--- src/rtl/icache_direct_if.sv ---
// Line-fill bus between icache_direct and the line-wide instruction memory.
// master: cache side (issues line requests); slave: memory side (returns lines).
interface icache_direct_if #(
  parameter int LINE_WORDS = 4
);
  logic                     mem_req;
  logic [31:0]              mem_addr;
  logic                     mem_ready;
  logic [LINE_WORDS*32-1:0] mem_rdata;

  modport master (
    output mem_req,
    output mem_addr,
    input  mem_ready,
    input  mem_rdata
  );

  modport slave (
    input  mem_req,
    input  mem_addr,
    output mem_ready,
    output mem_rdata
  );
endinterface

--- src/rtl/icache_direct.sv ---
// Direct-mapped read-only instruction cache in front of the fetch stage.
// The hit path is combinational from pc; a two-state FSM (IDLE/MISS) fetches a
// whole line on a miss and holds stall high until the line is resident.
// Optional macro ICACHE_PERF_EN adds saturating hit_count/miss_count outputs.
module icache_direct #(
  parameter int NUM_LINES  = 4,
  parameter int LINE_WORDS = 4
) (
  input  logic        clock,
  input  logic        reset,
  input  logic [31:0] pc,
  input  logic        pipe_stall,
  input  logic        invalidate,
  output logic [31:0] instr,
  output logic        stall,
`ifdef ICACHE_PERF_EN
  output logic [31:0] hit_count,
  output logic [31:0] miss_count,
`endif
  icache_direct_if.master mem
);

  localparam int WSEL_W = $clog2(LINE_WORDS);
  localparam int IDX_W  = $clog2(NUM_LINES);
  localparam int OFF_W  = WSEL_W + 2;
  localparam int TAG_W  = 32 - OFF_W - IDX_W;
  localparam logic [31:0] NOP = 32'h0000_0013;

  typedef enum logic {IDLE, MISS} state_t;

  state_t                       state_q;
  logic                         mem_req_q;
  logic [31:0]                  mem_addr_q;
  logic [NUM_LINES-1:0]         valid_q;
  logic [TAG_W-1:0]             tag_q  [NUM_LINES];
  logic [LINE_WORDS-1:0][31:0]  data_q [NUM_LINES];

  logic [WSEL_W-1:0] pc_wsel;
  logic [IDX_W-1:0]  pc_idx;
  logic [TAG_W-1:0]  pc_tag;
  logic [IDX_W-1:0]  fill_idx;
  logic [TAG_W-1:0]  fill_tag;
  logic [31:0]       miss_addr_d;
  logic              hit;
  logic              fill_en;

  assign pc_wsel     = pc[OFF_W-1:2];
  assign pc_idx      = pc[OFF_W +: IDX_W];
  assign pc_tag      = pc[31 -: TAG_W];
  // The outstanding miss address doubles as the fill target.
  assign fill_idx    = mem_addr_q[OFF_W +: IDX_W];
  assign fill_tag    = mem_addr_q[31 -: TAG_W];
  assign fill_en     = (state_q == MISS) && mem.mem_ready;
  assign miss_addr_d = {pc[31:OFF_W], {OFF_W{1'b0}}};

  // Lookups are only honoured in IDLE so a redirect during a fill cannot hit stale state.
  assign hit   = (state_q == IDLE) && valid_q[pc_idx] && (tag_q[pc_idx] == pc_tag);
  assign stall = !hit;
  assign instr = hit ? data_q[pc_idx][pc_wsel] : NOP;

  assign mem.mem_req  = mem_req_q;
  assign mem.mem_addr = mem_addr_q;

  // Miss FSM with registered request outputs; the address is frozen for the whole request.
  always_ff @(posedge clock) begin
    if (!reset) begin
      state_q    <= IDLE;
      mem_req_q  <= 1'b0;
      mem_addr_q <= '0;
    end else begin
      case (state_q)
        IDLE: begin
          if (!hit) begin
            state_q    <= MISS;
            mem_req_q  <= 1'b1;
            mem_addr_q <= miss_addr_d;
          end
        end
        MISS: begin
          if (mem.mem_ready) begin
            state_q    <= IDLE;
            mem_req_q  <= 1'b0;
            mem_addr_q <= '0;
          end
        end
        default: state_q <= IDLE;
      endcase
    end
  end

  // Valid bits: reset and invalidate both clear everything and override a same-edge fill.
  always_ff @(posedge clock) begin
    if (!reset || invalidate) begin
      valid_q <= '0;
    end else if (fill_en) begin
      valid_q[fill_idx] <= 1'b1;
    end
  end

  // Tag and data arrays carry no reset; a fill overwrites whatever line was resident.
  always_ff @(posedge clock) begin
    if (fill_en) begin
      tag_q[fill_idx]  <= fill_tag;
      data_q[fill_idx] <= mem.mem_rdata;
    end
  end

`ifdef ICACHE_PERF_EN
  logic [31:0] hit_cnt_q;
  logic [31:0] miss_cnt_q;

  // Saturating performance counters: useful hits (fetch not held) and miss starts.
  always_ff @(posedge clock) begin
    if (!reset) begin
      hit_cnt_q  <= '0;
      miss_cnt_q <= '0;
    end else begin
      if (hit && !pipe_stall && (hit_cnt_q != '1)) begin
        hit_cnt_q <= hit_cnt_q + 32'd1;
      end
      if ((state_q == IDLE) && !hit && (miss_cnt_q != '1)) begin
        miss_cnt_q <= miss_cnt_q + 32'd1;
      end
    end
  end

  assign hit_count  = hit_cnt_q;
  assign miss_count = miss_cnt_q;

  logic unused_ok;
  assign unused_ok = &{1'b0, pc[1:0]};
`else
  // Byte offset and the pipeline hold have no use without the counters.
  logic unused_ok;
  assign unused_ok = &{1'b0, pc[1:0], pipe_stall};
`endif

endmodule
--- src/flat_wrapper.sv ---
// flat-port wrapper written by rule: the top's interface ports become plain ports
module icache_direct_flat 
#(
  parameter int NUM_LINES  = 4,
  parameter int LINE_WORDS = 4
)
  (clock, reset, pc, pipe_stall, invalidate, instr, stall, mem_mem_req, mem_mem_addr, mem_mem_ready, mem_mem_rdata);
  icache_direct_if #(.LINE_WORDS(LINE_WORDS)) mem_i ();
  input  logic clock;
  input  logic reset;
  input  logic [31:0] pc;
  input  logic pipe_stall;
  input  logic invalidate;
  output logic [31:0] instr;
  output logic stall;
  output wire logic [$bits(mem_i.mem_req)-1:0] mem_mem_req;
  output wire logic [$bits(mem_i.mem_addr)-1:0] mem_mem_addr;
  input wire logic [$bits(mem_i.mem_ready)-1:0] mem_mem_ready;
  input wire logic [$bits(mem_i.mem_rdata)-1:0] mem_mem_rdata;
  assign mem_mem_req = mem_i.mem_req;
  assign mem_mem_addr = mem_i.mem_addr;
  assign mem_i.mem_ready = mem_mem_ready;
  assign mem_i.mem_rdata = mem_mem_rdata;
  icache_direct #(.NUM_LINES(NUM_LINES), .LINE_WORDS(LINE_WORDS)) u_core (.clock(clock), .reset(reset), .pc(pc), .pipe_stall(pipe_stall), .invalidate(invalidate), .instr(instr), .stall(stall), .mem(mem_i));
endmodule
--- config.mk ---
export PLATFORM = sky130hd
export DESIGN_NAME = icache_direct_flat
export DESIGN_NICKNAME = d
export VERILOG_FILES = /design/src/rtl/icache_direct_if.sv /design/src/rtl/icache_direct.sv /design/src/flat_wrapper.sv
export SDC_FILE = /design/constraint.sdc
export NUM_CORES = 1
export LEC_CHECK = 0
export ABC_AREA = 1
export ABC_CLOCK_PERIOD_IN_PS = 35800
export CAP_MARGIN = 15
export CORE_AREA = 2 2 276 278
export CTS_CLUSTER_SIZE = 28
export DETAILED_ROUTE_END_ITERATION = 6
export DIE_AREA = 0 0 278 280
export RECOVER_POWER = 100
export SYNTH_ARGS = -nofsm -noshare
export SYNTH_HDL_FRONTEND = slang
export SYNTH_SLANG_ARGS = --single-unit
export TNS_END_PERCENT = 30
--- constraint.sdc ---
create_clock -name clock -period 35.8 [get_ports clock]
set_input_delay 5.37 -clock clock [delete_from_list [all_inputs] [get_ports clock]]
set_output_delay 5.37 -clock clock [all_outputs]
set_load 0.01 [all_outputs]
---- Word level (Yosys, flattened, before mapping) ----
Memories as Yosys holds them, arrays and structs flattened.
Index checks and enable logic that the tools add are counted.
W data, S select, Z words.
word-level totals
  register bits after elaboration ......... 38
  bits in writable memories ............... 616
  input bits .............................. 165
  memories ................................ 2
cells by class
  magnitude comparators ................... 4
  eq/ne operators ......................... 3
  muxes and demuxes ....................... 18
  bitwise operators ....................... 2
  reduce and logical (&&, ||, !) cells .... 8
memory list
  name           depth  bits a word  rd ports  clocked after Yosys merged registers in  write ports  RTL line             text
  u_core.data_q  4      128          1         0                                        1            icache_direct.sv:36  logic [LINE_WORDS-1:0][31:0] data_q [NUM_LINES];
  u_core.tag_q   4      26           1         0                                        1            icache_direct.sv:35  logic [TAG_W-1:0] tag_q [NUM_LINES];
operators by type and width
  operator              number
  $mux W32              4
  $bmux W32 S2          1
  $pmux W32 S2          1
  $eq A26 B26 Y1        1
  $lt A2 B3 Y1 const B  3
  $mux W1               8
  $logic_and A1 B1 Y1   4
  $ne A2 B2 Y1 const B  2
  $or A4 B4 Y4          1
  $pmux W1 S2           2
  $bmux W1 S2           1
  $demux W1 S2          1
  $ge A2 B1 Y1 const B  1
  $logic_not A1 Y1      2
  $reduce_and A2 Y1     1
  $logic_or A1 B1 Y1    1
  $not A1 Y1            1

---- Longest topological paths before layout ----
Gate-level depths: netlist (run 1).
  depth after elaboration ................. 6
  mapped depth ............................ 19
  depth with buffers taken out ............ 15

---- Worst setup path before layout (run 1) ----
OpenSTA, ideal clock, no wires.
  path type ............................... input port to flip-flop
  start ................................... in mem_mem_ready
  end ..................................... mem u_core.data_q[3][0] (netlist name), enable pin
  arrival time ............................ 16.126 ns
  data required time ...................... 34.940 ns
  slack ................................... 18.814 ns
  cell stages on the path ................. 3
  cells stage by stage .................... nand2_1 clkbuf_1 nor3_1
on the way
  longest elaborated chain between the ends .. 3
ends and longest elaborated chain
  item                           RTL line              text
  start, declared                flat_wrapper.sv:18    input wire logic [$bits(mem_i.mem_ready)-1:0] mem_mem_ready;
  $logic_and A1 B1 Y1            icache_direct.sv:53   assign fill_en = (state_q == MISS) && mem.mem_ready;
  $mux W1                        icache_direct.sv:102  if (fill_en) begin
  $mux W1 (implied by the code)  icache_direct.sv:104  data_q[fill_idx] <= mem.mem_rdata;
  end, declared                  icache_direct.sv:36
Every way passes these cells.

---- Final worst setup path (run 1) ----
  start ................................... in pc[4]
  end ..................................... out instr[2]
on the way
  longest elaborated chain between the ends .. 5
  elaborated cells on any way between the ends .. 10
  classes of those cells .................. 1 x eq/ne; 5 x mux; 2 x reduce/logical; 2 x memory
ends and longest elaborated chain
  item                                                                    RTL line             text
  start, declared                                                         flat_wrapper.sv:11   input logic [31:0] pc;
  parallel branches: the longest is 4 deep, another holds $mem_v2 Z4 W26  --
  $mux W32 *                                                              icache_direct.sv:59  assign instr = hit ? data_q[pc_idx][pc_wsel] : NOP;
  end, declared                                                           flat_wrapper.sv:14   output logic [31:0] instr;
Mark *: on every way between the ends. The select of a mux whose other input is x is not followed.

==> reports/qor.txt, run 1 <==
worst skew pair latency: 610 ps
kind of critical path: in2out
Port-buffer cells: 223
R2R depth: 4
CP startpoint kind: input pin
pin count of the biggest net entering global routing: 152
Max FO, Critical Path: 151
DIE AREA: 77800 sq um
CP max stage delay: 4940 ps
area delta synth->final: 20.1%
IR Drop Worst-Case VDD: 0.0269 mV
Initial Utilization: 34.7%
RSZ-0062 raised after global routing: false
vias in the first global route: 17330
fin crit period: 23070 ps
RR Endpoint: u_core.data_q[0][46]$_DFFE_PP_
layout cell share with drive strength beyond 1: 6.43%
Post-synth ARST share: 0%
Yosys cell types: 36
Mapped Area: 26100 sq um
initial antenna violation count: 29
overall power: 1.69 mW
DRT iter0 DRCs: 1409
CP Cell Sequence: clkbuf_1 > clkbuf_1 > nand2_1 > nand3_1 > nand2_1 > nand2_1 > nand4_1 > nor4_1 > nand3_1 > nor2_1 > dlygate4sd3_1
Hold Crit Start: u_core.mem.mem_req$_SDFFE_PN0P_
die height: 280 um
Cells after Synth: 2065
Vias/cell: 5.26
chip width: 278 um
crit end category: output pin
Routability Congestion: 0.835
LEAKAGE: 10.8 nW
Hold EP: u_core.mem.mem_req$_SDFFE_PN0P_
Post-synth EDFFs: 616
Fin Clk Skew: 23.6 ps
Ys Warns: 0
Required @ worst endpoint: 30430 ps
Setup violations, final: 0
Fill cells: 6853
Synth top area share: 70.9%
status: finished with violations
fin nets: 2415
failing checks: capacitance limit, slew limit
final hold vios: 0
most frequent cells in the layout: edfxtp_1 (616), nand2_1 (524), a21oi_1 (219)
CTS Sinks: 650
Core ar.: 75200 sq um
postcts setup bufs: 0
HP Class: reg2reg
hpwl dp: 38700 um
clock transition at the registers of the reported paths: 60 ps
slowest library cell on the worst path: clkbuf_1
Main synth FF type: edfxtp_1
Critical Path Most Common Cell: nand2_1
vias: 17325
TritonCTS clock tree: yes
gr usage total: 17.6%
Post-Route WL: 69700 um
FP Rows: 101
Worst-Margin Slew: 7340 ps
Synth Register Bits: 650
I/O pin cnt: 231
Max Root-Sink Buffers: 3
Worst R2R Start: u_core.state_q$_SDFF_PN0_
final period utilization: 64.4%
setup TNS: 0 ps
first-pass GRT wire length: 104000 um
Avg Cell Area, Syn: 12.6 sq um
reg-to-reg slack, setup: 25750 ps
Worst Path Arrival: 17700 ps
DRC: 0
clock root buffer: clkbuf_16
relative slew slack: -389%
top cells by area, synth: edfxtp_1 (71%), nand2_1 (7.5%), a21oi_1 (4.1%)
drt first pass iters: 7
Final ANT Viol Nets: 0
Num CTS Buffers: 73
pwr/cell area: 53.8 nW/um^2
commonest non-fill, non-tap cell in the layout: edfxtp_1
f_max: 43.3 MHz
leading area contributor after synthesis: edfxtp_1
final slew viol count: 1088
Max-Cap Viols: 16
Hold Crit Depth: 2
wire per inst: 21.2 um
cts-stage hold buffer count: 0
post-synthesis sequential area ratio: 73.5%
H-Tree Depth: 3
post-CTS sizing: 0
global route total overflow: 0
==> per-layer routing <==
layer	vias up	global-route usage, %	part of all wire [%]
met5	-	0	0.25
met4	26	6.75	2.9
met3	143	4.42	6.8
met2	543	28.9	48
met1	8629	22.3	42
li1	7984	-	-
==> worst max-delay path, delay by kind of cell <==
kind / cells / cell delay, ps
buffers and inverters: 3 / 8760
and+or+nand+nor: 8 / 3320
==> layout make-up <==
class	instances	area [sq um]	share of cell area, %
tap	978	1220	3.91
inverter	34	140	0.447
multi-input combinational	1238	6070	19.4
clock inverter	33	305	0.975
clock buffer	95	1970	6.30
antenna	12	30.0	0.0959
sequential	650	19200	61.2
timing repair buffer	253	2400	7.65
==> worst max path at each step <==
| stage | startpoint | end | slack (ps) | depth (start not counted) |
|---|---|---|---|---|
| after floorplan | mem_mem_ready | u_core.data_q[3][0]$_DFFE_PP_ | 18810 | 3 |
| after global placement | pc[5] | instr[2] | 20080 | 12 |
| after detailed placement | pc[5] | instr[2] | 20110 | 12 |
| after CTS | pc[5] | instr[20] | 20120 | 12 |
| after global routing | pc[4] | instr[20] | 11680 | 11 |
| final | pc[4] | instr[2] | 12730 | 11 |
==> registers in the layout, indices dropped and copies added (netlist names) <==
| name | count |
|---|---|
| u_core.valid_q | 4 |
| u_core.data_q | 512 |
| u_core.tag_q | 104 |
| u_core.state_q | 1 |
| u_core.mem.mem_req | 1 |
| u_core.mem.mem_addr | 28 |
==> logic make-up after synthesis <==
family | count (synthesis) | synth area share, %
AO/OA/AOI/OAI | 424 | 10.4
AND/OR/NAND/NOR | 809 | 12.9
XOR/XNOR | 1 | 0.0336
other | 1 | 0.0144
flip-flops | 650 | 73.5
buffers and inverters | 180 | 3.12
==> power breakdown <==
part | internal, mW | switching (mW)
clock | 0.424 | 0.289
combinational | 0.0408 | 0.0737
sequential | 0.852 | 0.00626
total | 1.32 | 0.369
==> synth_stat cells (13+ instances only) <==
master and number:
nand2_1 524, o31ai_1 19, dfxtp_1 34, a22oi_1 28, a21oi_1 215, edfxtp_1 616
buf_1 17, nand3_1 130, nor2_1 107, or2_2 13, o311ai_0 19, clkbuf_1 67
a221oi_1 37, o21ai_0 34, inv_1 32, buf_2 47, a32o_1 19
==> through the flow <==
step	util (%)	setup WS, ps	hold slack [ps]	area, sq um	cells
2_1_floorplan	-	18810	441	26100	2068
3_3_place_gp	38.8	20080	435	29100	3153
3_5_place_dp	38.8	20110	438	29100	3153
4_1_cts	41.8	20120	448	31400	3281
5_1_grt	41.6	11680	465	31300	3290
6_report	41.6	12730	445	31300	3293
No activity file was read; power rests on OpenSTA's default activity.
==> run 2: changes to the inputs <==
Settings changed: ABC_CLOCK_PERIOD_IN_PS 35800 to 20600.
Clock period 35.8 ns to 20.6 ns, I/O delays scaled along.
==> reports/qor.txt, run 2 (same netlist as run 1, synthesis figures left out) <==
commonest non-fill, non-tap cell in the layout: edfxtp_1
Hold Crit Start: u_core.mem.mem_req$_SDFFE_PN0P_
max reg flops: 512
DIE AREA: 77800 sq um
fin nets: 2411
final period utilization: 66.9%
WL met2: 32800 um
hpwl dp: 38300 um
Core ar.: 75200 sq um
Worst-Margin Slew: 7170 ps
crit end category: output pin
gr usage total: 17.4%
worst skew pair latency: 600 ps
Setup violations, final: 0
Max FO, Critical Path: 148
TritonCTS clock tree: yes
Metal-1 WL: 29800 um
Max Root-Sink Buffers: 3
Reg with most FFs: u_core.data_q
status: finished with violations
CP Cell Sequence: buf_8 > clkbuf_1 > nand2_1 > nand3_1 > nand2_1 > nand2_1 > o211ai_1 > nor4_1 > nand3_1 > nor2_1 > dlygate4sd3_1
relative slew slack: -378%
CP startpoint kind: input pin
die height: 280 um
reg-to-reg slack, setup: 10280 ps
final hold vios: 0
FP Rows: 101
Final ANT Viol Nets: 0
slowest library cell on the worst path: clkbuf_1
wire per inst: 21.1 um
Required @ worst endpoint: 17510 ps
Vias/cell: 5.27
Routability Congestion: 0.825
clock transition at the registers of the reported paths: 50 ps
Num CTS Buffers: 72
crit path launch: pc[4]
Initial Utilization: 34.7%
failing checks: capacitance limit, slew limit
RR Endpoint: u_core.data_q[0][16]$_DFFE_PP_
Hold Crit Depth: 2
H-Tree Depth: 3
kind of critical path: in2out
vias in the first global route: 16868
Multi-input gate area: 6080 sq um
Fin Clk Skew: 16.1 ps
metal3 WL: 5060 um
Critical Path Most Common Cell: nand2_1
RSZ-0062 raised after global routing: false
R2R depth: 4
cts-stage hold buffer count: 0
Port-buffer cells: 223
Post-Route WL: 69300 um
LEAKAGE: 10.9 nW
clock root buffer: clkbuf_16
pin count of the biggest net entering global routing: 149
final slew viol count: 794
fin crit period: 13790 ps
most frequent cells in the layout: edfxtp_1 (616), nand2_1 (524), a21oi_1 (221)
layout cell share with drive strength beyond 1: 6.78%
chip width: 278 um
DRC: 0
area delta synth->final: 20.5%
setup TNS: 0 ps
first-pass GRT wire length: 103000 um
Worst R2R Start: u_core.state_q$_SDFF_PN0_
Max Used Layer: met5
CTS Sinks: 650
postcts setup bufs: 0
Hold EP: u_core.mem.mem_req$_SDFFE_PN0P_
Fin Hold WS: 452 ps
I/O pin cnt: 231
CP max stage delay: 3200 ps
pwr/cell area: 94.8 nW/um^2
initial antenna violation count: 31
Worst Path Arrival: 10700 ps
Fill cells: 6829
drt first pass iters: 5
IR Drop Worst-Case VDD: 0.0655 mV
vias: 17305
global route total overflow: 0
Max-Cap Viols: 11
DRT iter0 DRCs: 1410
f_max: 72.5 MHz
HP Class: reg2reg
Register Area: 19200 sq um
post-CTS sizing: 0
-- run 2: final cells by class --
type | instances | area share [%]
antenna | 7 | 0.0558
clock buffer | 90 | 6.25
clock inverter | 38 | 1.34
inverter | 34 | 0.446
multi-input combinational | 1238 | 19.3
sequential | 650 | 61.1
tap | 978 | 3.90
timing repair buffer | 250 | 7.62
-- run 2: worst max path at each step --
stage                                               end  slack (ps)  cells past startpoint
final                                         instr[17]        6810                     11
after global routing                          instr[17]        6070                     11
after CTS                                      instr[7]        9650                      9
after detailed placement                       instr[7]        9650                      9
after global placement                        instr[17]        9730                     11
after floorplan           u_core.data_q[3][0]$_DFFE_PP_        5890                      3
-- run 2: routing by layer --
metal  vias to the layer above  track usage (%)
met3                       139             4.04
met1                      8600             23.0
li1                       7957                -
met2                       585             28.5
met4                        24             5.23
met5                         -                0
-- run 2: stage by stage --
step | cells | setup slack (ps) | power [mW] | util, % | cell area (sq um)
6_report | 3285 | 6810 | 2.98 | 41.8 | 31400
5_1_grt | 3281 | 6070 | 3.09 | 41.8 | 31400
4_1_cts | 3278 | 9650 | 3.02 | 41.9 | 31500
3_5_place_dp | 3150 | 9650 | 1.72 | 38.8 | 29100
3_3_place_gp | 3150 | 9730 | 1.71 | 38.8 | 29100
2_1_floorplan | 2068 | 5890 | 1.63 | - | 26100
-- run 2: power by group --
group | switching [mW] | internal (mW) | total (mW)
Clock | 0.512 | 0.779 | 1.29
Sequential | 0.0107 | 1.48 | 1.49
Combinational | 0.129 | 0.0681 | 0.197
-- run 2: worst max-delay path, delay by kind of cell --
kind                   cells  cell delay [ps]
buffers and inverters      3             4480
AOI/OAI and AO/OA          1              110
and+or+nand+nor            7             2850
